$ cat src/rtl/uart_pkg.sv
// Shared definitions for the UART transmit arbiter: sequencer state
// encoding and the default byte width of the uart_tx serializer.
package uart_pkg;

    localparam int UART_DATA_W = 8;

    typedef enum logic [1:0] {
        IDLE      = 2'd0,
        START     = 2'd1,
        WAIT_BUSY = 2'd2,
        WAIT_DONE = 2'd3
    } arb_state_e;

endpackage

$ cat src/rtl/uart_tx_arbiter_if.sv
// Bundle of requester-side and serializer-side signals of the UART
// transmit arbiter. master = clients + uart_tx side, slave = arbiter.
interface uart_tx_arbiter_if
    import uart_pkg::*;
#(
    parameter int NUM_REQ = 4,
    parameter int DATA_W  = UART_DATA_W
);
    logic [NUM_REQ-1:0]        req;
    logic [NUM_REQ*DATA_W-1:0] req_data;
    logic [NUM_REQ-1:0]        req_last;
    logic [NUM_REQ-1:0]        grant;
    logic [NUM_REQ-1:0]        ack;
    logic [DATA_W-1:0]         tx_data;
    logic                      tx_start;
    logic                      tx_busy;
    logic                      arb_busy;

    modport master (
        output req, req_data, req_last, tx_busy,
        input  grant, ack, tx_data, tx_start, arb_busy
    );

    modport slave (
        input  req, req_data, req_last, tx_busy,
        output grant, ack, tx_data, tx_start, arb_busy
    );
endinterface

$ cat src/rtl/uart_rr_pick.sv
// Combinational round-robin picker: searches req_i starting at ptr_i+1
// (wrapping modulo NUM_REQ); the first set bit wins.
module uart_rr_pick
    import uart_pkg::*;
#(
    parameter int NUM_REQ = 4,
    parameter int IDX_W   = 2
) (
    input  logic [NUM_REQ-1:0] req_i,
    input  logic [IDX_W-1:0]   ptr_i,
    output logic [NUM_REQ-1:0] win_o,
    output logic [IDX_W-1:0]   idx_o
);

    // Rotating priority search; ptr_i itself is examined last.
    always_comb begin
        int               k;
        logic [IDX_W-1:0] k_idx;
        logic             found;
        win_o = '0;
        idx_o = '0;
        found = 1'b0;
        k     = 0;
        k_idx = '0;
        for (int i = 1; i <= NUM_REQ; i++) begin
            k     = (int'(ptr_i) + i) % NUM_REQ;
            k_idx = k[IDX_W-1:0];
            if (!found && req_i[k_idx]) begin
                found        = 1'b1;
                win_o[k_idx] = 1'b1;
                idx_o        = k_idx;
            end
        end
    end

endmodule

$ cat src/rtl/uart_tx_arbiter.sv
// Round-robin arbiter/sequencer sharing one uart_tx serializer between
// NUM_REQ byte producers. Optional ownership lock across multi-byte
// frames is enabled by defining UART_TX_ARB_LOCK_EN.
module uart_tx_arbiter
    import uart_pkg::*;
#(
    parameter int NUM_REQ = 4,
    parameter int DATA_W  = UART_DATA_W
) (
    input  logic             clk,
    input  logic             rst_n,
    uart_tx_arbiter_if.slave bus
);

    localparam int               IDX_W   = (NUM_REQ > 1) ? $clog2(NUM_REQ) : 1;
    localparam logic [IDX_W-1:0] PTR_RST = IDX_W'(NUM_REQ - 1);

    arb_state_e          state_q, state_d;
    logic [NUM_REQ-1:0]  grant_q, grant_d;
    logic [NUM_REQ-1:0]  ack_q, ack_d;
    logic [DATA_W-1:0]   tx_data_q, tx_data_d;
    logic [IDX_W-1:0]    ptr_q, ptr_d;
    logic [IDX_W-1:0]    owner_q, owner_d;

    logic [NUM_REQ-1:0]  pick_req, pick_win;
    logic [IDX_W-1:0]    pick_ptr, pick_idx;

`ifdef UART_TX_ARB_LOCK_EN
    logic lock_q, lock_d;
    logic last_q, last_d;

    // While locked only the owner is a candidate; once the owner drops req the search restarts from it.
    always_comb begin
        pick_req = bus.req;
        pick_ptr = ptr_q;
        if (lock_q) begin
            pick_ptr = owner_q;
            if (bus.req[owner_q]) pick_req = NUM_REQ'(1) << owner_q;
        end
    end
`else
    logic unused_last;
    assign unused_last = ^bus.req_last;
    assign pick_req    = bus.req;
    assign pick_ptr    = ptr_q;
`endif

    uart_rr_pick #(
        .NUM_REQ (NUM_REQ),
        .IDX_W   (IDX_W)
    ) u_pick (
        .req_i (pick_req),
        .ptr_i (pick_ptr),
        .win_o (pick_win),
        .idx_o (pick_idx)
    );

    // Sequencer next-state: capture, start handshake, wait for serializer to finish.
    always_comb begin
        state_d   = state_q;
        grant_d   = grant_q;
        ack_d     = '0;
        tx_data_d = tx_data_q;
        ptr_d     = ptr_q;
        owner_d   = owner_q;
`ifdef UART_TX_ARB_LOCK_EN
        lock_d    = lock_q;
        last_d    = last_q;
`endif
        case (state_q)
            IDLE: begin
`ifdef UART_TX_ARB_LOCK_EN
                if (lock_q && !bus.req[owner_q]) begin
                    lock_d = 1'b0;
                    ptr_d  = owner_q;
                end
`endif
                if (|pick_req) begin
                    grant_d   = pick_win;
                    owner_d   = pick_idx;
                    tx_data_d = bus.req_data[pick_idx*DATA_W +: DATA_W];
                    state_d   = START;
`ifdef UART_TX_ARB_LOCK_EN
                    last_d    = bus.req_last[pick_idx];
`endif
                end
            end
            START: begin
                state_d = bus.tx_busy ? WAIT_DONE : WAIT_BUSY;
            end
            WAIT_BUSY: begin
                if (bus.tx_busy) state_d = WAIT_DONE;
            end
            WAIT_DONE: begin
                if (!bus.tx_busy) begin
                    ack_d   = grant_q;
                    grant_d = '0;
                    state_d = IDLE;
`ifdef UART_TX_ARB_LOCK_EN
                    if (last_q) begin
                        ptr_d  = owner_q;
                        lock_d = 1'b0;
                    end else begin
                        lock_d = 1'b1;
                    end
`else
                    ptr_d   = owner_q;
`endif
                end
            end
            default: state_d = IDLE;
        endcase
    end

    // State and output registers; reset returns to IDLE with requester 0 next in line.
    always_ff @(posedge clk or negedge rst_n) begin
        if (!rst_n) begin
            state_q   <= IDLE;
            grant_q   <= '0;
            ack_q     <= '0;
            tx_data_q <= '0;
            ptr_q     <= PTR_RST;
            owner_q   <= '0;
        end else begin
            state_q   <= state_d;
            grant_q   <= grant_d;
            ack_q     <= ack_d;
            tx_data_q <= tx_data_d;
            ptr_q     <= ptr_d;
            owner_q   <= owner_d;
        end
    end

`ifdef UART_TX_ARB_LOCK_EN
    // Lock state and the frame-end flag of the byte in flight.
    always_ff @(posedge clk or negedge rst_n) begin
        if (!rst_n) begin
            lock_q <= 1'b0;
            last_q <= 1'b0;
        end else begin
            lock_q <= lock_d;
            last_q <= last_d;
        end
    end
`endif

    // Outputs are registers or decodes of the registered state only.
    assign bus.grant    = grant_q;
    assign bus.ack      = ack_q;
    assign bus.tx_data  = tx_data_q;
    assign bus.tx_start = (state_q == START) || (state_q == WAIT_BUSY);
    assign bus.arb_busy = (state_q != IDLE);

endmodule

$ cat src/flat_wrapper.sv
// flat-port wrapper written by rule: the top's interface ports become plain ports
module uart_tx_arbiter_flat import uart_pkg::*;
#(
    parameter int NUM_REQ = 4,
    parameter int DATA_W  = UART_DATA_W
)
  (clk, rst_n, bus_req, bus_req_data, bus_req_last, bus_tx_busy, bus_grant, bus_ack, bus_tx_data, bus_tx_start, bus_arb_busy);
  uart_tx_arbiter_if #(.NUM_REQ(NUM_REQ), .DATA_W(DATA_W)) bus_i ();
  input  logic clk;
  input  logic rst_n;
  input wire logic [$bits(bus_i.req)-1:0] bus_req;
  input wire logic [$bits(bus_i.req_data)-1:0] bus_req_data;
  input wire logic [$bits(bus_i.req_last)-1:0] bus_req_last;
  input wire logic [$bits(bus_i.tx_busy)-1:0] bus_tx_busy;
  output wire logic [$bits(bus_i.grant)-1:0] bus_grant;
  output wire logic [$bits(bus_i.ack)-1:0] bus_ack;
  output wire logic [$bits(bus_i.tx_data)-1:0] bus_tx_data;
  output wire logic [$bits(bus_i.tx_start)-1:0] bus_tx_start;
  output wire logic [$bits(bus_i.arb_busy)-1:0] bus_arb_busy;
  assign bus_i.req = bus_req;
  assign bus_i.req_data = bus_req_data;
  assign bus_i.req_last = bus_req_last;
  assign bus_i.tx_busy = bus_tx_busy;
  assign bus_grant = bus_i.grant;
  assign bus_ack = bus_i.ack;
  assign bus_tx_data = bus_i.tx_data;
  assign bus_tx_start = bus_i.tx_start;
  assign bus_arb_busy = bus_i.arb_busy;
  uart_tx_arbiter #(.NUM_REQ(NUM_REQ), .DATA_W(DATA_W)) u_core (.clk(clk), .rst_n(rst_n), .bus(bus_i));
endmodule
$ cat config.mk
export PLATFORM = sky130hd
export DESIGN_NAME = uart_tx_arbiter_flat
export DESIGN_NICKNAME = d
export VERILOG_FILES = /design/src/rtl/uart_pkg.sv /design/src/rtl/uart_tx_arbiter_if.sv /design/src/rtl/uart_rr_pick.sv /design/src/rtl/uart_tx_arbiter.sv /design/src/flat_wrapper.sv
export SDC_FILE = /design/constraint.sdc
export NUM_CORES = 1
export LEC_CHECK = 0
export CAP_MARGIN = 10
export CORE_UTILIZATION = 47
export DETAILED_ROUTE_END_ITERATION = 7
export PLACE_DENSITY_LB_ADDON = 0.05
export SYNTH_ARGS = -nofsm -noshare
export SYNTH_HDL_FRONTEND = slang
export SYNTH_SLANG_ARGS = --single-unit
$ cat constraint.sdc
create_clock -name clk -period 4.85 [get_ports clk]
set_input_delay 0.97 -clock clk [delete_from_list [all_inputs] [get_ports clk]]
set_output_delay 0.97 -clock clk [all_outputs]
set_load 0.01 [all_outputs]
=== Yosys cells after proc, flatten, opt, wreduce, memory -nomap -nowiden ===
Index checks and enable logic that the tools add are counted.

* $add $sub $neg: 4
* Reductions and logical operators: 19
* Bitwise logic cells: 4
* Muxes and demuxes: 37
* Shift operators: 1
* $lt $le $gt $ge: 8
* Eq/ne operators: 6

{| class="wikitable"
|+ Operators by type and width
! cell !! count
|-
| two-way mux 4 bit || 8
|-
| indexed part select 32 x 6 -> 8 bit || 1
|-
| two-way mux 2 bit || 7
|-
| less-than comparator 2 x 3 -> 1 bit, second input constant || 4
|-
| two-way mux 1 bit || 12
|-
| OR 4 bit || 3
|-
| binary-select mux 1 bit (select 2 bit) || 4
|-
| demux 1 bit (select 2 bit) || 4
|-
| greater-or-equal comparator 2 x 1 -> 1 bit, second input constant || 4
|-
| one-hot mux 2 bit (4 select lines) || 1
|-
| one-hot mux 4 bit (2 select lines) || 1
|-
| logical AND 1 bit || 7
|-
| AND reduction 3 bit || 2
|-
| adder 2 x 1 -> 2 bit, second input constant || 2
|-
| adder 2 bit, second input constant || 2
|-
| equality test 2 bit, second input constant || 2
|-
| inequality test 2 bit, second input constant || 2
|-
| AND reduction 2 bit || 2
|-
| nonzero test 2 bit || 2
|-
| OR reduction 4 bit || 1
|-
| logical NOT 1 bit || 3
|-
| equality test 2 x 1 -> 1 bit, second input constant || 1
|-
| logical NOT 2 bit || 1
|-
| inequality test 2 x 1 -> 1 bit, second input constant || 1
|-
| 2 further kinds || 2
|}

* Register bits after elaboration: 22

=== Logic depth before layout (Yosys ltp) ===
Gate-level depths: netlist (run 1).

* Word-level depth: 15
* Gate-level depth with buffers: 10
* Depth with buffers taken out: 8

=== Modules after synthesis ===
A second synthesis (run 1) with hierarchy kept.

* Cell total of the unflattened synthesis: 148
* Area total of the unflattened synthesis: 1726.7 um^2

{| class="wikitable"
|+ Modules (own cells, without submodules)
! module !! area an instance (um^2) !! cells an instance !! instances !! seq. area each (um^2)
|-
| uart_tx_arbiter || 1181.1 || 80 || 1 || 553.0
|-
| uart_rr_pick || 545.5 || 68 || 1 || 0.0
|}

=== Least setup slack after synthesis (run 1) ===
Ideal clock, no wire load.

* Path kind: input to register
* From: input bus_req[1]
* To: register u_core.tx_data_q[0], in the netlist u_core.bus.tx_data[0]
* Path slack: 1.889 ns
* Stages: 7
* Path buffers: 1
* Setup time: 0.131 ns
* Arrival: 2.830 ns
* Data required time: 4.719 ns
* Cell sequence: buf_4 mux4_2 nor2b_4 o221ai_4 mux2_2 a222oi_1 nand2_1

* Word-level cells in the longest chain between the ends: 13
* Elaborated cells on any way between the ends: 24
* Those cells by class: shift (1); mux (15); reduce/logical (8)

{| class="wikitable"
|+ RTL lines
! element !! line !! RTL
|-
| start, declared || flat_wrapper.sv:11 || <nowiki>input wire logic [$bits(bus_i.req)-1:0] bus_req;</nowiki>
|-
| binary-select mux 1 bit (select 2 bit) || uart_rr_pick.sv:28 || <nowiki>if (!found && req_i[k_idx]) begin</nowiki>
|-
| two-way mux 1 bit (not written as such) || uart_rr_pick.sv:28 ||
|-
| two-way mux 1 bit || uart_rr_pick.sv:28 ||
|-
| logical NOT 1 bit || uart_rr_pick.sv:28 ||
|-
| logical AND 1 bit || uart_rr_pick.sv:28 ||
|-
| two-way mux 1 bit || uart_rr_pick.sv:28 ||
|-
| logical NOT 1 bit || uart_rr_pick.sv:28 ||
|-
| logical AND 1 bit || uart_rr_pick.sv:28 ||
|-
| two-way mux 1 bit || uart_rr_pick.sv:28 ||
|-
| logical NOT 1 bit || uart_rr_pick.sv:28 ||
|-
| logical AND 1 bit || uart_rr_pick.sv:28 ||
|-
| two-way mux 2 bit || uart_rr_pick.sv:28 ||
|-
| indexed part select 32 x 6 -> 8 bit || uart_tx_arbiter.sv:81 || <nowiki>tx_data_d = bus.req_data[pick_idx*DATA_W +: DATA_W];</nowiki>
|-
| end signal, assigned || uart_tx_arbiter.sv:128 || <nowiki>tx_data_q <= tx_data_d;</nowiki>
|-
| end, declared || uart_tx_arbiter.sv:21 || <nowiki>logic [DATA_W-1:0] tx_data_q, tx_data_d;</nowiki>
|}

Parallel ways exist; a longest one is shown, timed or not. The select of a mux whose other input is x is not followed.
A chain may end at the register's enable or synchronous reset.

=== Worst setup path after layout (run 1) ===
* From: input bus_req[1]
* To: register u_core.tx_data_q[4], in the netlist u_core.bus.tx_data[4]

The elaborated chain is that of the path after synthesis.

==> results of run 1 <==
## power groups by stage
stage	clock network, W	logic [W]	registers, W
after floorplan	0	0.000470	0.000330
after global placement	0	0.000694	0.000324
after detailed placement	0	0.000718	0.000329
after CTS	0.000141	0.000721	0.000325
after global routing	0.000151	0.000795	0.000334
final	0.000138	0.000725	0.000325
## final timing paths
path | start | endpoint | depth (start not counted)
worst min-delay path | u_core.owner_q[1] | u_core.owner_q[1] | 2
worst max register to register | u_core.pick_ptr[0] | u_core.bus.tx_data[7] | 8
worst min register to register | u_core.owner_q[1] | u_core.owner_q[1] | 2
max in group asynchronous | rst_n | u_core.bus.tx_data[2] | 1
worst max-delay path | bus_req[1] | u_core.bus.tx_data[4] | 7
min in group asynchronous | rst_n | u_core.bus.ack[3] | 1
## layout make-up
type	instances	area (um^2)	share of cell area [%]
tap	44	55.1	2.51
timing repair buffer	56	561	25.6
inverter	7	26.3	1.20
clock buffer	3	22.5	1.03
clock inverter	1	30.0	1.37
sequential	22	553	25.2
multi-input combinational	122	943	43.1
## cell families after synthesis
kind of cell,count (synthesis),synth area share (%)
buffers and inverters,12,3.70
muxes,14,11.6
DFF,22,35.6
AOI/OAI and AO/OA,44,23.7
and+or+nand+nor,51,15.0
adders and majority gates,13,10.5
## critical path: stages
cell and delay [ns]:
sky130_fd_sc_hd__clkdlybuf4s50_1 0.60, sky130_fd_sc_hd__mux4_2 0.64, sky130_fd_sc_hd__nor2b_4 0.18, sky130_fd_sc_hd__o221ai_4 0.37
sky130_fd_sc_hd__mux2_2 0.39, sky130_fd_sc_hd__a222oi_1 0.32, sky130_fd_sc_hd__nand2_1 0.10
## stage by stage
stage               hold slack, ns  instance area (um^2)
floorplan                    0.446                  1550
global placement             0.464                  2140
detailed placement           0.464                  2140
CTS                          0.493                  2190
global route                 0.531                  2190
finish                       0.492                  2190
## per-layer routing
metal | share of wire (%) | routed length, um
met1 | 43 | 1640
met2 | 49 | 1900
met3 | 6.5 | 251
met4 | 1.7 | 64
met5 | 0 | 0
## state kept, by name, indices dropped and copies added, names as in the netlist
name,flops
u_core.bus.ack,4
u_core.bus.grant,4
u_core.bus.tx_data,8
u_core.owner_q,2
u_core.pick_ptr,2
u_core.state_q,2
## cells in the final DEF, fill, tap and decap left out, types with 3 or more instances in the layout
| master | instances |
|---|---|
| sky130_fd_sc_hd__a2111oi_0 | 4 |
| sky130_fd_sc_hd__a211oi_1 | 3 |
| sky130_fd_sc_hd__a221o_1 | 4 |
| sky130_fd_sc_hd__a222oi_1 | 8 |
| sky130_fd_sc_hd__a22oi_1 | 5 |
| sky130_fd_sc_hd__and2_1 | 5 |
| sky130_fd_sc_hd__clkbuf_4 | 3 |
| sky130_fd_sc_hd__clkdlybuf4s50_1 | 56 |
| sky130_fd_sc_hd__dfrtp_1 | 20 |
| sky130_fd_sc_hd__ha_1 | 13 |
| sky130_fd_sc_hd__inv_1 | 7 |
| sky130_fd_sc_hd__mux2_2 | 7 |
| sky130_fd_sc_hd__mux2i_1 | 3 |
| sky130_fd_sc_hd__nand2_1 | 29 |
| sky130_fd_sc_hd__nor2_1 | 7 |
| sky130_fd_sc_hd__o21ai_0 | 7 |
==> run summary, run 1 <==
The final critical path time including I/O delays and setup was 3.39 ns; the floorplan die height was 59.5 um. The worst setup path is captured at a flip-flop. Number of hold-repair buffers added at the cts stage: 0. The power density over the cells came out at 542 mW/mm^2. Signed area change from the synthesized netlist to the final layout: 41.0%.

Clock-pin slew was measured on the worst setup and hold paths at 0.12 ns. Average routed wire per standard cell: 15.1 um. The run gives 61 as the number of top-level pins.

Number of synthesis warnings: 0. Timing would allow up to 0.295 GHz. For the worst setup path, the data arrival time is 3.58 ns. The share of the synthesized area in the top cell type was 32.2%. The tree is rooted in a sky130_fd_sc_hd__clkbuf_4. In this run, placement finished with an instance count of 251. OpenSTA, run right after detailed placement, puts the worst setup slack at 1.13 ns. For the pin with the worst max-slew slack, the measured transition is 1.11 ns.

The combinational share of power was 61.0%. The slack of the worst reg-to-reg path is 1.75 ns, and the net switching power figure is 0.000485 W. TritonCTS built the clock tree. After detailed routing, the total wire length is 3850 um. Summed over all cells, the static leakage comes to 0.920 nW. Dividing the final minimum period by the clock period gives 69.8%. Dividing the detail-routed via count by the number of cells gives 5.74. Per report_power, the sequential group accounts for 27.4% of the total. The summed instance area of the synthesized netlist was 0.00155 mm^2; the final setup violation count was 0. For the worst-skew pair, the clock arrives at the later sink with an insertion delay of 0.31 ns. The primary flip-flop cell chosen by synthesis mapping is sky130_fd_sc_hd__dfrtp_1. The run gives 35.6% as the sequential cell area fraction in the yosys report. Worst setup path category: input pin to flip-flop.

The logs give 0 for the final routed DRC violation total and 0 for the final count of hold timing violations. The total count of max-transition violations in the final report came out at 0. The peak-usage layer in the global routing report was met2.

The data required time of the worst path is 5.04 ns. The total of flip-flops plus latches after synthesis was 22. From left edge to right edge, the die measures 59.5 um. Row generation in the floorplan step produced 20 rows.

The proportion of synthesized flip-flops having asynchronous set or reset is 100%. The tree built by TritonCTS fans out to 22 sinks. The worst-case IR drop observed on VDD is 0.000330 V. Minimum setup slack in the final design: 1.46 ns. Utilization after layout: 70.6%. The run gives 11.6% as the share of total power in the clock network. For this run, global-route usage on met1 was measured as 28.0%. The synthesized design spends more area on one cell type than any other, namely sky130_fd_sc_hd__dfrtp_1. The number of buffers created by CTS is 3.

Once detail routing completed, the nets flagged for antenna violations numbered 0. The highest net fanout along the worst path was 10. The first-pass detailed-route iteration total is 4, and the non-filler instance count after layout is 255.

Total power for the finished layout comes to 0.00119 W. For the max-slew headroom at the worst pin, the log shows 25.5%. After synthesis, the cell types taking the most area are sky130_fd_sc_hd__dfrtp_1, sky130_fd_sc_hd__ha_1, sky130_fd_sc_hd__nand2_1, sky130_fd_sc_hd__a222oi_1, sky130_fd_sc_hd__mux2_2. Fraction of final layout cells sized beyond drive strength 1: 9.48%. The count of filler cells inserted in the layout was 270. The logs give 0 for the total of max-cap violations and 50 for the number of design-rule violations left by the first detailed-router iteration. The logs give 0 for the count of cells resized by post-cts repair and 0.00302 ns for the largest clock skew in the final design. Once the clock tree was built, the setup fixing pass inserted 0 buffers. For the number of levels the H-tree was split into, the log shows 1. Ranked by instance count, the synthesized netlist is headed by sky130_fd_sc_hd__nand2_1, sky130_fd_sc_hd__dfrtp_1, sky130_fd_sc_hd__ha_1. The tools report the routability-driven placement congestion ratio as 0.808. The starting utilization of the core area is 50.1%, and the count of flip-flops with a built-in enable after synthesis is 0. The total area inside the core boundary comes to 0.00310 mm^2. In the global route stage, met3 resource usage came out at 3.71%.

The floorplan step defined a die boundary enclosing 0.00354 mm^2. Across every metal layer, demand over resource in global routing totals 22.5%. The logs give 2 for the largest buffer count on any clock path and 268 for the final net count.

Setup repair after global routing left no endpoint under its margin. In the synthesized netlist, the number of instances is 156. The run finished with clean final reports.

The initial antenna violation count came out at 0. Entering global routing, the biggest net connects 23 pins. The wire length of the first global-routing pass is 6030 um.

The run gives 41 as the number of unique standard cell types used by synthesis. The element type at the critical path start is an input pin. The cell with the most instances after synthesis was sky130_fd_sc_hd__nand2_1.

The wire-length estimate of the detail-placed layout is 2890 um. The number of diodes was 0. For met2 alone, demand over resource in global routing was 38.2%. Mean instance size in the synthesized netlist: 9.96 um^2. Overflow left after global routing: 0. Final setup TNS: 0 ns.

The worst hold path belongs to the class flip-flop to flip-flop. Port buffering added 56 buffers. The switching share of power is 40.8%. Cell internal power was estimated by the tool at 0.000703 W. Counting every net in the synthesized netlist gives 212.

The number of global-route vias before repair is 1401, and the detailed-route via count is 1463.
No activity file was read; power rests on OpenSTA's default activity.
==> inputs of run 2 (changes only) <==
- CORE_UTILIZATION: 47 -> 39
- clock period: 4.85 -> 3 ns (I/O delays scaled with it)
==> run summary, run 2 (synthesized netlist as in run 1, its figures left out) <==
The flow ran to the end, and the final reports show no timing, DRC or antenna violations. The worst ir drop on vdd was 0.000506 V; the maximum frequency from static timing analysis was 0.363 GHz. Global routing consumed, on the met3 layer, 3.13% of the routing resources. The power density over the cells was 900 mW/mm^2; the final routed DRC violation total was 0.

Core area: 0.00374 mm^2. For the number of top-level pins, the log shows 61. Type of the most critical hold path: flip-flop to flip-flop. The max-slew headroom at the worst pin is 38.8%, and the final net count is 281.

The tools report the number of design-rule violations left by the first detailed-router iteration as 67. The share of total power in the clock network is 13.1%. Clock tree synthesis selected as its root buffer the cell sky130_fd_sc_hd__clkbuf_8.

Port buffering added 56 buffers. After clock tree synthesis, the flow added hold-fix buffers numbering 0. The starting utilization of the core area was 41.5%; the number of cells on the worst hold path was 2. The number of rows created at floorplan came out at 22.

For the worst flop-to-flop path, the logic depth is 9. Of all nets on the critical path, the largest fanout is 6. The signed area change from the synthesized netlist to the final layout was 49.9%; the total wire length was 4130 um.

The analysis attributes to cell leakage a power of 0.996 nW. Relative contribution of sequential cells to total power: 24.8%. The routed layout has 1513 vias.

Entering global routing, the biggest net connects 22 pins. The pin slew with the least headroom to its limit was 0.916 ns; the number of antenna-violating nets in the routed design was 0. For the global-route track usage on met1, the log shows 27.0%. The average routed wire per standard cell is 15.2 um. STA classifies the critical path endpoint as a flip-flop. met2 is the most crowded layer. The first detailed-routing pass ran for 5 iterations.

Clock skew on the completed layout was measured at 0.00467 ns. For the final routed database, the setup TNS stands at 0 ns. The initial antenna violation count was 0; the floorplan die height was 65.1 um. The setup path with the least slack is of type input pin to flip-flop. The number of global-route vias before repair is 1410, and the cell-internal power is 0.00127 W.

Clock tree synthesis inserted a total of 3 buffers. The tools report the element type at the critical path start as an input pin. The combinational share of power is 62.1%. TritonCTS built the clock tree. The horizontal die dimension is 65.1 um, and the routability-driven placement congestion ratio is 0.859.

The final count of hold timing violations is 0, and the share of the cycle needed by the critical path after routing is 91.8%. Setup repair after global routing left no endpoint under its margin. The final setup violation count came out at 0. The data required time of the worst path is 3.20 ns, and the number of levels the H-tree was split into is 1. The run gives 314 as the count of filler cells inserted in the layout.

The wire length of the first global-routing pass is 6660 um, and the data arrival time of the critical path is 2.96 ns. The clock transition at the registers of the reported paths was 0.08 ns. The commonest non-fill, non-tap cell in the layout is sky130_fd_sc_hd__clkdlybuf4s50_1. Summing all non-filler instances in the final layout gives an area of 0.00233 mm^2.

Summed over all nets, the switching power comes to 0.000828 W. Summing all flip-flop and latch instances after layout gives 553 um^2. The register with the most flip-flops in the layout has 8 of them. Total power for the finished layout comes to 0.00210 W. HPWL reported at the end of detailed placement: 3200 um. The switching share of power works out to 39.5%. The run gives 2 as the largest buffer count on any clock path.

The floorplan step defined a die boundary enclosing 0.00424 mm^2. Global routing consumed, over all layers together, 20.5% of the routing resources. In this run the cell area measured after placement is 0.00225 mm^2. The latest clock arrival within the worst-skew pair is 0.26 ns. Leaving out fill and tap cells, the most frequent cells in the layout are sky130_fd_sc_hd__clkdlybuf4s50_1, sky130_fd_sc_hd__nand2_1, sky130_fd_sc_hd__dfrtp_1. The tools report the total count of max-transition violations in the final report as 0. The fraction of final layout cells sized beyond drive strength 1 came out at 15.2%.

The routed design could run at a clock period as short as 2.76 ns. The overflow left after global routing is 0. After detailed routing, the number of vias per cell comes to 5.56.

0 antenna diodes ended up in the layout. In the final layout, the multi-input gates occupy 948 um^2. CTS saw 22 sinks. The total of max-cap violations is 0, and the global routing usage on met2 is 35.7%.
run 2: per-stage QoR:
stage / instances / hold WS, ns / worst slack [ns] / utilization (%)
after floorplan: 156 / 0.304 / 0.128 / -
after CTS: 272 / 0.500 / 0.264 / 62.1
after global routing: 272 / 0.502 / 0.110 / 62.2
after global placement: 268 / 0.465 / 0.0163 / 60.2
after detailed placement: 268 / 0.468 / -0.0402 / 60.2
final: 272 / 0.503 / 0.245 / 62.2
run 2: layout make-up:
class                      instances  share of cell area (%)
multi-input combinational        122                    40.7
clock buffer                       3                    1.77
sequential                        22                    23.7
tap                               48                    2.58
timing repair buffer              69                    28.8
clock inverter                     1                    1.29
inverter                           7                    1.13
run 2: power by group through the flow:
stage | Combinational (W) | Clock (W) | Sequential [W]
2_1_floorplan | 0.000760 | 0 | 0.000533
3_3_place_gp | 0.00125 | 0 | 0.000518
3_5_place_dp | 0.00129 | 0 | 0.000526
4_1_cts | 0.00130 | 0.000280 | 0.000521
5_1_grt | 0.00143 | 0.000292 | 0.000539
6_report | 0.00130 | 0.000274 | 0.000521
run 2: worst paths after layout:
check	start	end	slack (ns)
worst max-delay path	bus_req[2]	u_core.bus.grant[2]	0.24
worst min-delay path	u_core.owner_q[1]	u_core.owner_q[1]	0.50
worst max register to register	u_core.pick_ptr[1]	u_core.bus.tx_data[7]	0.29
worst min register to register	u_core.owner_q[1]	u_core.owner_q[1]	0.50
max in group asynchronous	rst_n	u_core.pick_ptr[1]	1.48
min in group asynchronous	rst_n	u_core.bus.ack[0]	0.85
run 2: worst max-delay path: stages:
cell and delay (ns):
sky130_fd_sc_hd__clkdlybuf4s50_1 0.48, sky130_fd_sc_hd__mux4_2 0.51, sky130_fd_sc_hd__buf_4 0.18, sky130_fd_sc_hd__a211oi_2 0.32
sky130_fd_sc_hd__a22oi_1 0.12, sky130_fd_sc_hd__a2111oi_0 0.55, sky130_fd_sc_hd__a221o_1 0.20
run 2: what timing repair did:
item,CTS,global route
setup endpoints to repair,0,1
hold endpoints to repair,0,0
setup buffers,0,0
gates resized for setup,0,1
run 2: routing by layer:
| metal | vias to the layer above | part of all wire [%] |
|---|---|---|
| met4 | 0 | 0.92 |
| met3 | 4 | 5.7 |
| li1 | 728 | - |
| met1 | 732 | 44 |
| met2 | 49 | 49 |
| met5 | - | 0 |
==> inputs of run 3 (changes only) <==
- CORE_MARGIN: not set -> 5
- REMOVE_ABC_BUFFERS: not set -> 1
==> run summary, run 3 (synthesized netlist as in run 1, its figures left out) <==
The element type at the critical path start was a flip-flop. STA puts the critical path data required time at 3.15 ns. In this run the critical register-to-register path is launched from u_core.pick_ptr[1].

The global-route usage over all layers was 17.4%; the number of antenna-violating nets in the routed design was 0. The worst setup path category is flip-flop to flip-flop. In this run, CTS created clock tree buffers numbering 3. Endpoint with the worst hold slack: u_core.owner_q[0].

Clock transition at the registers of the reported paths: 0.08 ns. For this design, the sink count on the clock tree is 22. Along the worst hold path, the cell count comes to 2. After layout, the worst path uses 92.1% of the clock period. Post-CTS timing repair inserted 0 buffers for setup. Number of global-route vias before repair: 1535. The number of levels the H-tree was split into came out at 1.

The final layout contains routed wiring with a total length of 4360 um. The latest clock arrival within the worst-skew pair was 0.26 ns. Based on the critical path, the design can be clocked at up to 0.362 GHz. For this design, the CTS-stage hold fixing added 0 buffers.

The horizontal die dimension is 73.1 um, and the core area is 0.00394 mm^2. The register with the most flip-flops in the layout has 8 of them. The first global-routing pass estimated 7330 um of wire. Final count of hold timing violations: 0. No sink is reached through more buffers than the 2 on the longest clock path. The fraction of final layout cells sized beyond drive strength 1 is 14.3%. The finished layout holds 273 standard cells, fillers aside.

0 antenna diodes ended up in the layout. During placement, the flow inserted port buffers numbering 56. For this design the top-level I/O count stands at 61. The tools report the starting utilization of the core area as 39.4%. The endpoint identified for the worst register-to-register timing path is u_core.bus.tx_data[7]. The clock period could shrink to 2.76 ns. The min-delay analysis places its worst path in the category flip-flop to flip-flop. For this run, design rule violations remaining after detail routing come to 0.

In this run the core area contains 23 standard-cell rows. The number of cells on the worst reg-to-reg path is 8. The pin slew with the least headroom to its limit works out to 1.03 ns. The floorplan step set the die height to 73.1 um. The routability-driven placement congestion ratio was 0.906.

STA classifies the critical path endpoint as a flip-flop. The worst slack at placement is -0.0211 ns. The tools report the first-pass detailed-route iteration total as 5. On the worst path, the slowest cell contributes a delay of 0.66 ns. Data arrives at the worst endpoint at 2.91 ns. Walking the worst path, the cells encountered are inv_1 > ha_1 > mux4_2 > nor2b_4 > o221ai_4 > mux2_1 > a222oi_1 > nand2_1. The final route contains 1506 vias. For the number of design-rule violations left by the first detailed-router iteration, the log shows 100. The placed instance count came out at 269. Across all setup checks in the final design, the least slack found is 0.237 ns. Setup violations remaining at the end of the flow were counted as 0. In the layout the commonest cells are sky130_fd_sc_hd__clkdlybuf4s50_1, sky130_fd_sc_hd__nand2_1, sky130_fd_sc_hd__dfrtp_1.

The tools report the startpoint of the lowest-slack hold path as u_core.owner_q[0]. The signed area change from the synthesized netlist to the final layout came out at 48.5%. The standard cell with the maximum stage delay on the critical path is sky130_fd_sc_hd__dfstp_2.

Commonest non-fill, non-tap cell in the layout: sky130_fd_sc_hd__clkdlybuf4s50_1. The average routed wire per standard cell is 16.0 um, and the count of cells resized by post-cts repair is 0. The total of max-cap violations is 0. The buffer type at the clock tree root was sky130_fd_sc_hd__clkbuf_8. The logs give 31.2% for the max-slew headroom at the worst pin and 0.000418 V for the worst ir drop on vdd. The run gives 0.24 ns as the slack of the worst reg-to-reg path. Cells fill 58.5% of the core in the end.

The detailed-route vias per instance is 5.52. The HPWL reported at the end of detailed placement was 3330 um. The final net count came out at 280. For the final database, setup skew stands at 0.00181 ns. The total count of max-transition violations in the final report is 0. The filler cells instantiated in the layout total 324.

Setup repair after global routing left no endpoint under its margin. The power density over the cells was 895 mW/mm^2. TritonCTS built the clock tree. The floorplan step defined a die boundary enclosing 0.00535 mm^2. Global routing finished with a remaining overflow of 0. Entering global routing, the biggest net connects 23 pins.

The leakage power total was 0.987 nW; the minimum hold slack was 0.491 ns. The flow ran to the end, and the final reports show no timing, DRC or antenna violations. The highest net fanout along the worst path is 10. The initial antenna violation count is 0.
==> run 3: cell count changes in the layout (fill, tap and decap cells not counted) <==
cell | previous run | this run
sky130_fd_sc_hd__buf_12 | 1 | 0
sky130_fd_sc_hd__a211oi_1 | 2 | 3
sky130_fd_sc_hd__a211oi_2 | 2 | 1
==> run 3: critical path: cells and delay by family (launching register included) <==
kind,cells,cell delay (ns)
compound gates,2,0.53
fa+ha+maj,1,0.34
buf+inv,1,0.17
flops,1,0.66
mux,2,0.71
simple gates,2,0.23
==> run 3: final cells by class <==
cell class,instances,area (um^2),area share [%]
Timing Repair Buffer,68,651,28.2
Clock buffer,3,41.3,1.79
Tap cell,50,62.6,2.71
Clock inverter,1,30.0,1.30
Multi-Input combinational cell,122,943,40.9
Inverter,7,26.3,1.14
Sequential cell,22,553,24.0
==> run 3: power breakdown <==
group / switching, W / total [W] / internal, W
Combinational: 0.000628 / 0.00127 / 0.000638
Clock: 0.000103 / 0.000282 / 0.000178
Sequential: 0.0000945 / 0.000517 / 0.000423
Total: 0.000826 / 0.00207 / 0.00124
==> run 3: worst max-delay path by stage <==
stage,slack [ns],start,endpoint
floorplan,0.25,u_core.pick_ptr[0],u_core.bus.tx_data[7]
global placement,0.03,bus_req[2],u_core.bus.tx_data[6]
detailed placement,-0.02,bus_req[2],u_core.bus.tx_data[0]
CTS,0.21,u_core.pick_ptr[1],u_core.bus.tx_data[2]
global route,0.03,u_core.pick_ptr[1],u_core.bus.tx_data[6]
finish,0.24,u_core.pick_ptr[1],u_core.bus.tx_data[7]
==> run 3: layer usage <==
metal,share of wire (%),track usage (%),vias to the layer above
li1,-,-,726
met5,0,0,-
met4,0.48,4.71,0
met3,8.2,4.13,4
met1,42,22.1,709
met2,49,29.5,67
==> run 3: per-stage QoR <==
stage          area (um^2)  TNS (ns)  power (W)
2_1_floorplan         1520         0    0.00127
6_report              2310         0    0.00207
4_1_cts               2310         0    0.00208
3_5_place_dp          2240   -0.0623    0.00179
5_1_grt               2310         0    0.00225
3_3_place_gp          2240         0    0.00174
